<file path="src/rtl/bist_seq_pkg.sv">
// Shared types and helpers for the LBIST fault-injection campaign sequencer.
package bist_seq_pkg;

    typedef enum logic [2:0] {
        IDLE,
        INIT,
        ARM,
        RUN,
        DRAIN,
        NEXT,
        DONE
    } state_t;

    localparam int unsigned INIT_CYCLES = 2;
    localparam int unsigned SAT_W       = 32;

    // Increment v, saturating at the all-ones value of a w-bit field.
    function automatic logic [SAT_W-1:0] sat_inc(input logic [SAT_W-1:0] v, input int unsigned w);
        logic [SAT_W-1:0] max_v;
        max_v = (w >= SAT_W) ? '1 : ((SAT_W'(1) << w) - SAT_W'(1));
        return (v >= max_v) ? max_v : (v + SAT_W'(1));
    endfunction

endpackage

</file>
<file path="src/rtl/bist_seq_cnt.sv">
// Clearable/loadable up-counter with a terminal-count compare against tc_val.
module bist_seq_cnt #(
    parameter int unsigned W = 4
) (
    input  logic         clk,
    input  logic         rst,
    input  logic         clr,
    input  logic         load,
    input  logic [W-1:0] load_val,
    input  logic         inc,
    input  logic [W-1:0] tc_val,
    output logic [W-1:0] count,
    output logic         tc_c
);

    always_ff @(posedge clk or posedge rst) begin
        if (rst) begin
            count <= '0;
        end else if (clr) begin
            count <= '0;
        end else if (load) begin
            count <= load_val;
        end else if (inc) begin
            count <= count + W'(1);
        end
    end

    assign tc_c = (count == tc_val);

endmodule

</file>
<file path="src/rtl/bist_campaign_seq.sv">
// Fault-injection campaign sequencer: per fault re-arms the TPG, runs patterns,
// drains ORA latency, records detection and steps the injector until its last fault.
module bist_campaign_seq
    import bist_seq_pkg::*;
#(
    parameter int unsigned ERR_BITS     = 12,
    parameter int unsigned PAT_BITS     = 16,
    parameter int unsigned MAX_PATTERNS = 65535,
    parameter int unsigned ORA_LAT      = 1,
    parameter int unsigned EARLY_EXIT   = 1
) (
    input  logic                clk,
    input  logic                rst,
    input  logic                start,
    input  logic                tpg_end,
    input  logic                ora_res,
    input  logic                fil_end,
    output logic                sys_rst,
    output logic                tpg_rst,
    output logic                fil_inc,
    output logic                busy,
    output logic                done,
    output logic [ERR_BITS-1:0] err_count,
    output logic [ERR_BITS-1:0] fault_idx,
    output logic [PAT_BITS-1:0] pat_count
);

    localparam int unsigned          PH_BITS  = 3;
    localparam logic [PH_BITS-1:0]   INIT_TC  = PH_BITS'(INIT_CYCLES - 1);
    localparam logic [PH_BITS-1:0]   DRAIN_TC = (ORA_LAT == 0) ? '0 : PH_BITS'(ORA_LAT - 1);
    localparam logic [PAT_BITS-1:0]  PAT_TC   = PAT_BITS'(MAX_PATTERNS - 1);

    state_t               state_q;
    state_t               state_d;
    logic                 detected_q;
    logic                 run_exit;
    logic                 ph_clr;
    logic                 ph_inc;
    logic                 ph_tc;
    logic [PH_BITS-1:0]   ph_tc_val;
    logic [PH_BITS-1:0]   ph_count;
    logic                 pat_clr;
    logic                 pat_inc;
    logic                 pat_tc;

    // Phase counter times the INIT and DRAIN dwell.
    bist_seq_cnt #(.W(PH_BITS)) u_ph_cnt (
        .clk      (clk),
        .rst      (rst),
        .clr      (ph_clr),
        .load     (1'b0),
        .load_val ('0),
        .inc      (ph_inc),
        .tc_val   (ph_tc_val),
        .count    (ph_count),
        .tc_c     (ph_tc)
    );

    bist_seq_cnt #(.W(PAT_BITS)) u_pat_cnt (
        .clk      (clk),
        .rst      (rst),
        .clr      (pat_clr),
        .load     (1'b0),
        .load_val ('0),
        .inc      (pat_inc),
        .tc_val   (PAT_TC),
        .count    (pat_count),
        .tc_c     (pat_tc)
    );

    // Next-state and counter-control decode.
    always_comb begin
        state_d   = state_q;
        run_exit  = tpg_end || pat_tc || ((EARLY_EXIT != 0) && ora_res);
        ph_tc_val = (state_q == INIT) ? INIT_TC : DRAIN_TC;
        pat_clr   = (state_q == ARM);
        pat_inc   = (state_q == RUN);
        case (state_q)
            IDLE:    if (start) state_d = INIT;
            INIT:    if (ph_tc) state_d = ARM;
            ARM:     state_d = RUN;
            RUN:     if (run_exit) state_d = (ORA_LAT == 0) ? NEXT : DRAIN;
            DRAIN:   if (ph_tc) state_d = NEXT;
            NEXT:    state_d = fil_inc ? ARM : DONE;
            DONE:    if (start) state_d = INIT;
            default: state_d = IDLE;
        endcase
        ph_clr = (state_d != state_q);
        ph_inc = (state_q == INIT) || (state_q == DRAIN);
    end

    // State register with outputs registered from the next state; fil_inc uses the
    // injector's fil_end level, which is stable for the whole fault.
    always_ff @(posedge clk or posedge rst) begin
        if (rst) begin
            state_q <= IDLE;
            sys_rst <= 1'b1;
            tpg_rst <= 1'b1;
            fil_inc <= 1'b0;
            busy    <= 1'b0;
            done    <= 1'b0;
        end else begin
            state_q <= state_d;
            sys_rst <= (state_d == IDLE) || (state_d == INIT) || (state_d == DONE);
            tpg_rst <= (state_d != RUN);
            fil_inc <= (state_d == NEXT) && !fil_end;
            busy    <= (state_d != IDLE) && (state_d != DONE);
            done    <= (state_d == DONE);
        end
    end

    // Detection flag and campaign counters.
    always_ff @(posedge clk or posedge rst) begin
        if (rst) begin
            detected_q <= 1'b0;
            err_count  <= '0;
            fault_idx  <= '0;
        end else begin
            if (state_q == ARM) begin
                detected_q <= 1'b0;
            end else if (((state_q == RUN) || (state_q == DRAIN)) && ora_res) begin
                detected_q <= 1'b1;
            end

            if (((state_q == IDLE) || (state_q == DONE)) && start) begin
                err_count <= '0;
                fault_idx <= '0;
            end else if (state_q == NEXT) begin
                if (detected_q) begin
                    err_count <= ERR_BITS'(sat_inc(SAT_W'(err_count), ERR_BITS));
                end
                if (fil_inc) begin
                    fault_idx <= ERR_BITS'(sat_inc(SAT_W'(fault_idx), ERR_BITS));
                end
            end
        end
    end

endmodule

</file>
<file path="config.mk">
export PLATFORM = sky130hd
export DESIGN_NAME = bist_campaign_seq
export DESIGN_NICKNAME = d
export VERILOG_FILES = /design/src/rtl/bist_seq_pkg.sv /design/src/rtl/bist_seq_cnt.sv /design/src/rtl/bist_campaign_seq.sv
export SDC_FILE = /design/constraint.sdc
export NUM_CORES = 1
export LEC_CHECK = 0
export ABC_AREA = 1
export BUFFER_PORTS_ARGS = -buffer_cell sky130_fd_sc_hd__buf_2
export CORE_MARGIN = 1.5
export CORE_UTILIZATION = 51
export DETAILED_ROUTE_END_ITERATION = 16
export GPL_ROUTABILITY_DRIVEN = 0
export GPL_TIMING_DRIVEN = 0
export PLACE_DENSITY_LB_ADDON = 0.2
export SYNTH_ARGS = -nofsm -noshare
export SYNTH_HDL_FRONTEND = slang
export SYNTH_SLANG_ARGS = --single-unit
export TNS_END_PERCENT = 100
</file>
<file path="constraint.sdc">
create_clock -name clk -period 3.7 [get_ports clk]
set_clock_uncertainty 0.2 [all_clocks]
set_input_delay 0 -clock clk [delete_from_list [all_inputs] [get_ports clk]]
set_output_delay 0 -clock clk [all_outputs]
set_load 0.005 [all_outputs]
</file>
==> impl_metrics.json <==
{
  "setup-tns-final_ps": 0,
  "timing.final.max_slew_violations": 0,
  "overflow": 0,
  "required_ps": 3700,
  "ioPinCount": 51,
  "ctsLongestPathBuffers": 2,
  "critical_path_arrival_ps": 1920,
  "p_seq_frac": 0.421,
  "synth_simple_gate_area_frac": 0.327,
  "clkSinkCount": 52,
  "area_delta_synth_final_pct": 17.1,
  "worst_setup_path_end_kind": "flop",
  "ys_ff_latch": 52,
  "wl_per_cell_um": 12.1,
  "hold_viol_final": 0,
  "tightest_slew_ps": 463,
  "post-route-min-period_ps": 1920,
  "crit_type": "reg -> reg",
  "async_reset_ff_frac": 1.00,
  "cts.clk_slew.worst_paths_ps": 100,
  "synth_mux_area_frac": 0.0103,
  "synth_edf_count": 0,
  "synth_warnings": 0,
  "fin_util": 0.633,
  "reg2regPathDepth": 8,
  "synth.area.top_cells": "dfrtp_1 (41%), nand2_1 (13%), inv_1 (7.9%)",
  "vdd_drop_max_mv": 0.338,
  "io_buffers": 50,
  "synth_top_area_frac": 0.411,
  "synth_compound_area_frac": 0.0928,
  "row_count": 27,
  "critical_path_peak_fanout": 10,
  "grt_usage": 0.221,
  "syn_avg_cell_area_um2": 7.41,
  "grt_pass1_vias": 2640,
  "fp.dieArea_um2": 6450,
  "via_per_inst": 5.14,
  "switching_share": 0.383,
  "first_iter_violations": 116,
  "p_sw_w": 0.000661,
  "setup_viol": 0,
  "ant_nets": 0,
  "wl_mm": 6.62,
  "max-cap-violations": 0,
  "dr.pass1.iters": 4,
  "clock_power_share": 0.229,
  "netlist_area_um2": 3050,
  "cellPowerDensity_nw_per_um2": 484,
  "cts_root_buffer": "clkbuf_8",
  "synth_top_family_by_area": "simple AND/OR/NAND/NOR gates",
  "synth_fa_ha_area_frac": 0.0205,
  "drive_above_1_share": 0.179,
  "cell_internal_pwr_w": 0.00106,
  "total_leakage_power_nw": 1.91,
  "dpl.hpwl_mm": 4.95,
  "finalCritPeriodShare": 0.520,
  "synth_xor_area_frac": 0.0287,
  "die_y_um": 80.3,
  "cp-start-kind": "flop",
  "grt_pass1_wl_mm": 11.2,
  "drcViolationCount": 0,
  "hold_class": "in -> async",
  "syn_nets": 422,
  "pwr-share-comb": 0.350,
  "status": "finished, final reports clean",
  "synth_common_cells": "nand2_1 (109), inv_1 (64), dfrtp_1 (50)",
  "yosys.area.top_type": "dfrtp_1",
  "cts_tree": "built",
  "postCtsSetupBuffers": 0,
  "ys_types": 34,
  "r2r_start": "fault_idx[0]",
  "slew_headroom": 0.691,
  "r2r_setup_slack_ps": 1780,
  "netlist_instances": 411,
  "synth_most_common_cell": "nand2_1",
  "grt_max_degree": 33,
  "via_count": 2813,
  "r2r-end": "fault_idx[5]",
  "die_w_um": 80.3,
  "clkLatencyLatePin_ps": 310,
  "crit_end": "fault_idx[5]",
  "synth_seq_area_share": 0.428,
  "core_um2": 5640,
  "startpoint": "fault_idx[0]",
  "htreeDepth": 2,
  "nets": 485,
  "synth-main-ff-cell": "dfrtp_1",
  "rsz0062_at_grt": "false",
  "grt_antenna_before_repair": 0,
  "start_util": 0.540,
  "diodes": 0,
  "cts-buffers-inserted": 5,
  "max_freq_mhz": 520
}
[layout make-up]
class / instances / area, µm²
fillers: 509 / 2070
multi-input cells: 287 / 1460
flip-flops and latches: 52 / 1300
repair buffers: 56 / 320
inverters: 67 / 256
well taps: 72 / 90.1
clock buffers: 5 / 68.8
clock inverters: 3 / 42.5
plain buffers: 5 / 25.0
[power groups by stage]
stage          clock, W  combinational [W]  sequential, W
2_1_floorplan         0           0.000439       0.000730
3_3_place_gp          0           0.000584       0.000734
5_1_grt        0.000432           0.000687       0.000741
6_report       0.000396           0.000605       0.000726
3_5_place_dp          0           0.000604       0.000737
4_1_cts        0.000408           0.000613       0.000726
[cells by family after synthesis]
kind of cell	count (synthesis)
buffers and inverters	72
adders and majority gates	5
xor gates and xnor gates	10
AOI/OAI and AO/OA	52
muxes	3
DFF	52
and+or+nand+nor	217
[metal layers]
metal	up-vias	GRT usage	part of all wire	wire length (µm)
met5	-	0	0	0
met4	0	0.0552	0.011	73
met3	8	0.0455	0.035	232
met2	50	0.383	0.50	3280
met1	1307	0.280	0.46	3030
li1	1448	-	-	-
[registers in the layout, indices dropped and copies added (netlist names)]
| signal | cells |
|---|---|
| err_count | 12 |
| done | 1 |
| fault_idx | 12 |
| detected_q | 1 |
| state_q | 3 |
| tpg_rst | 1 |
| busy | 1 |
| fil_inc | 1 |
| u_pat_cnt.count | 16 |
| sys_rst | 1 |
| u_ph_cnt.count | 3 |
[worst max-delay path: stages (launching register included)]
cell and delay (ps):
dfrtp_1 440, ha_1 230, nand2_1 90, nor2_1 70, nand3_1 120, clkbuf_1 360, o21ai_0 160, nand2_1 80
o21ai_0 70
[worst min-delay path by stage]
stage	start	to	cells after the start
CTS	rst	err_count[9]	3
finish	rst	fault_idx[6]	3
detailed placement	rst	fil_inc	2
floorplan	fil_end	fil_inc	1
global route	rst	fault_idx[3]	3
global placement	fil_end	fil_inc	2
[repair_timing]
action,in CTS,in global routing
gates resized for setup,0,0
hold buffers,5,0
hold endpoints to repair,63,0
setup endpoints to repair,0,0
[placed cells by master (no fill, tap or decap), types with 3 or more instances in the layout]
master / netlist / layout
dfrtp_1: 50 / 50
nor3_1: 13 / 13
nand2_2: 3 / 3
nand4_1: 9 / 9
nand3_1: 39 / 39
inv_1: 64 / 63
o21ai_0: 33 / 33
xor2_1: 8 / 8
nor2_1: 28 / 28
buf_2: 2 / 52
nor2_2: 3 / 3
dlygate4sd3_1: 0 / 5
a21oi_1: 10 / 10
nand2_1: 109 / 109
nand3_2: 5 / 5
ha_1: 5 / 5
clkbuf_8: 0 / 5
inv_2: 2 / 3
o211ai_1: 4 / 4
[stage by stage]
step                hold slack, ps  total power [W]  instances  cell area [µm²]  setup slack (ps)
finish                        49.4          0.00173        547             3570              1780
detailed placement            -151          0.00134        534             3410              1790
global route                  71.8          0.00186        547             3570              1550
global placement             -34.5          0.00132        533             3390              1560
floorplan                     -127          0.00117        411             3050              2030
CTS                           60.5          0.00175        547             3570              1760
Power figures use the tool's default switching activity.
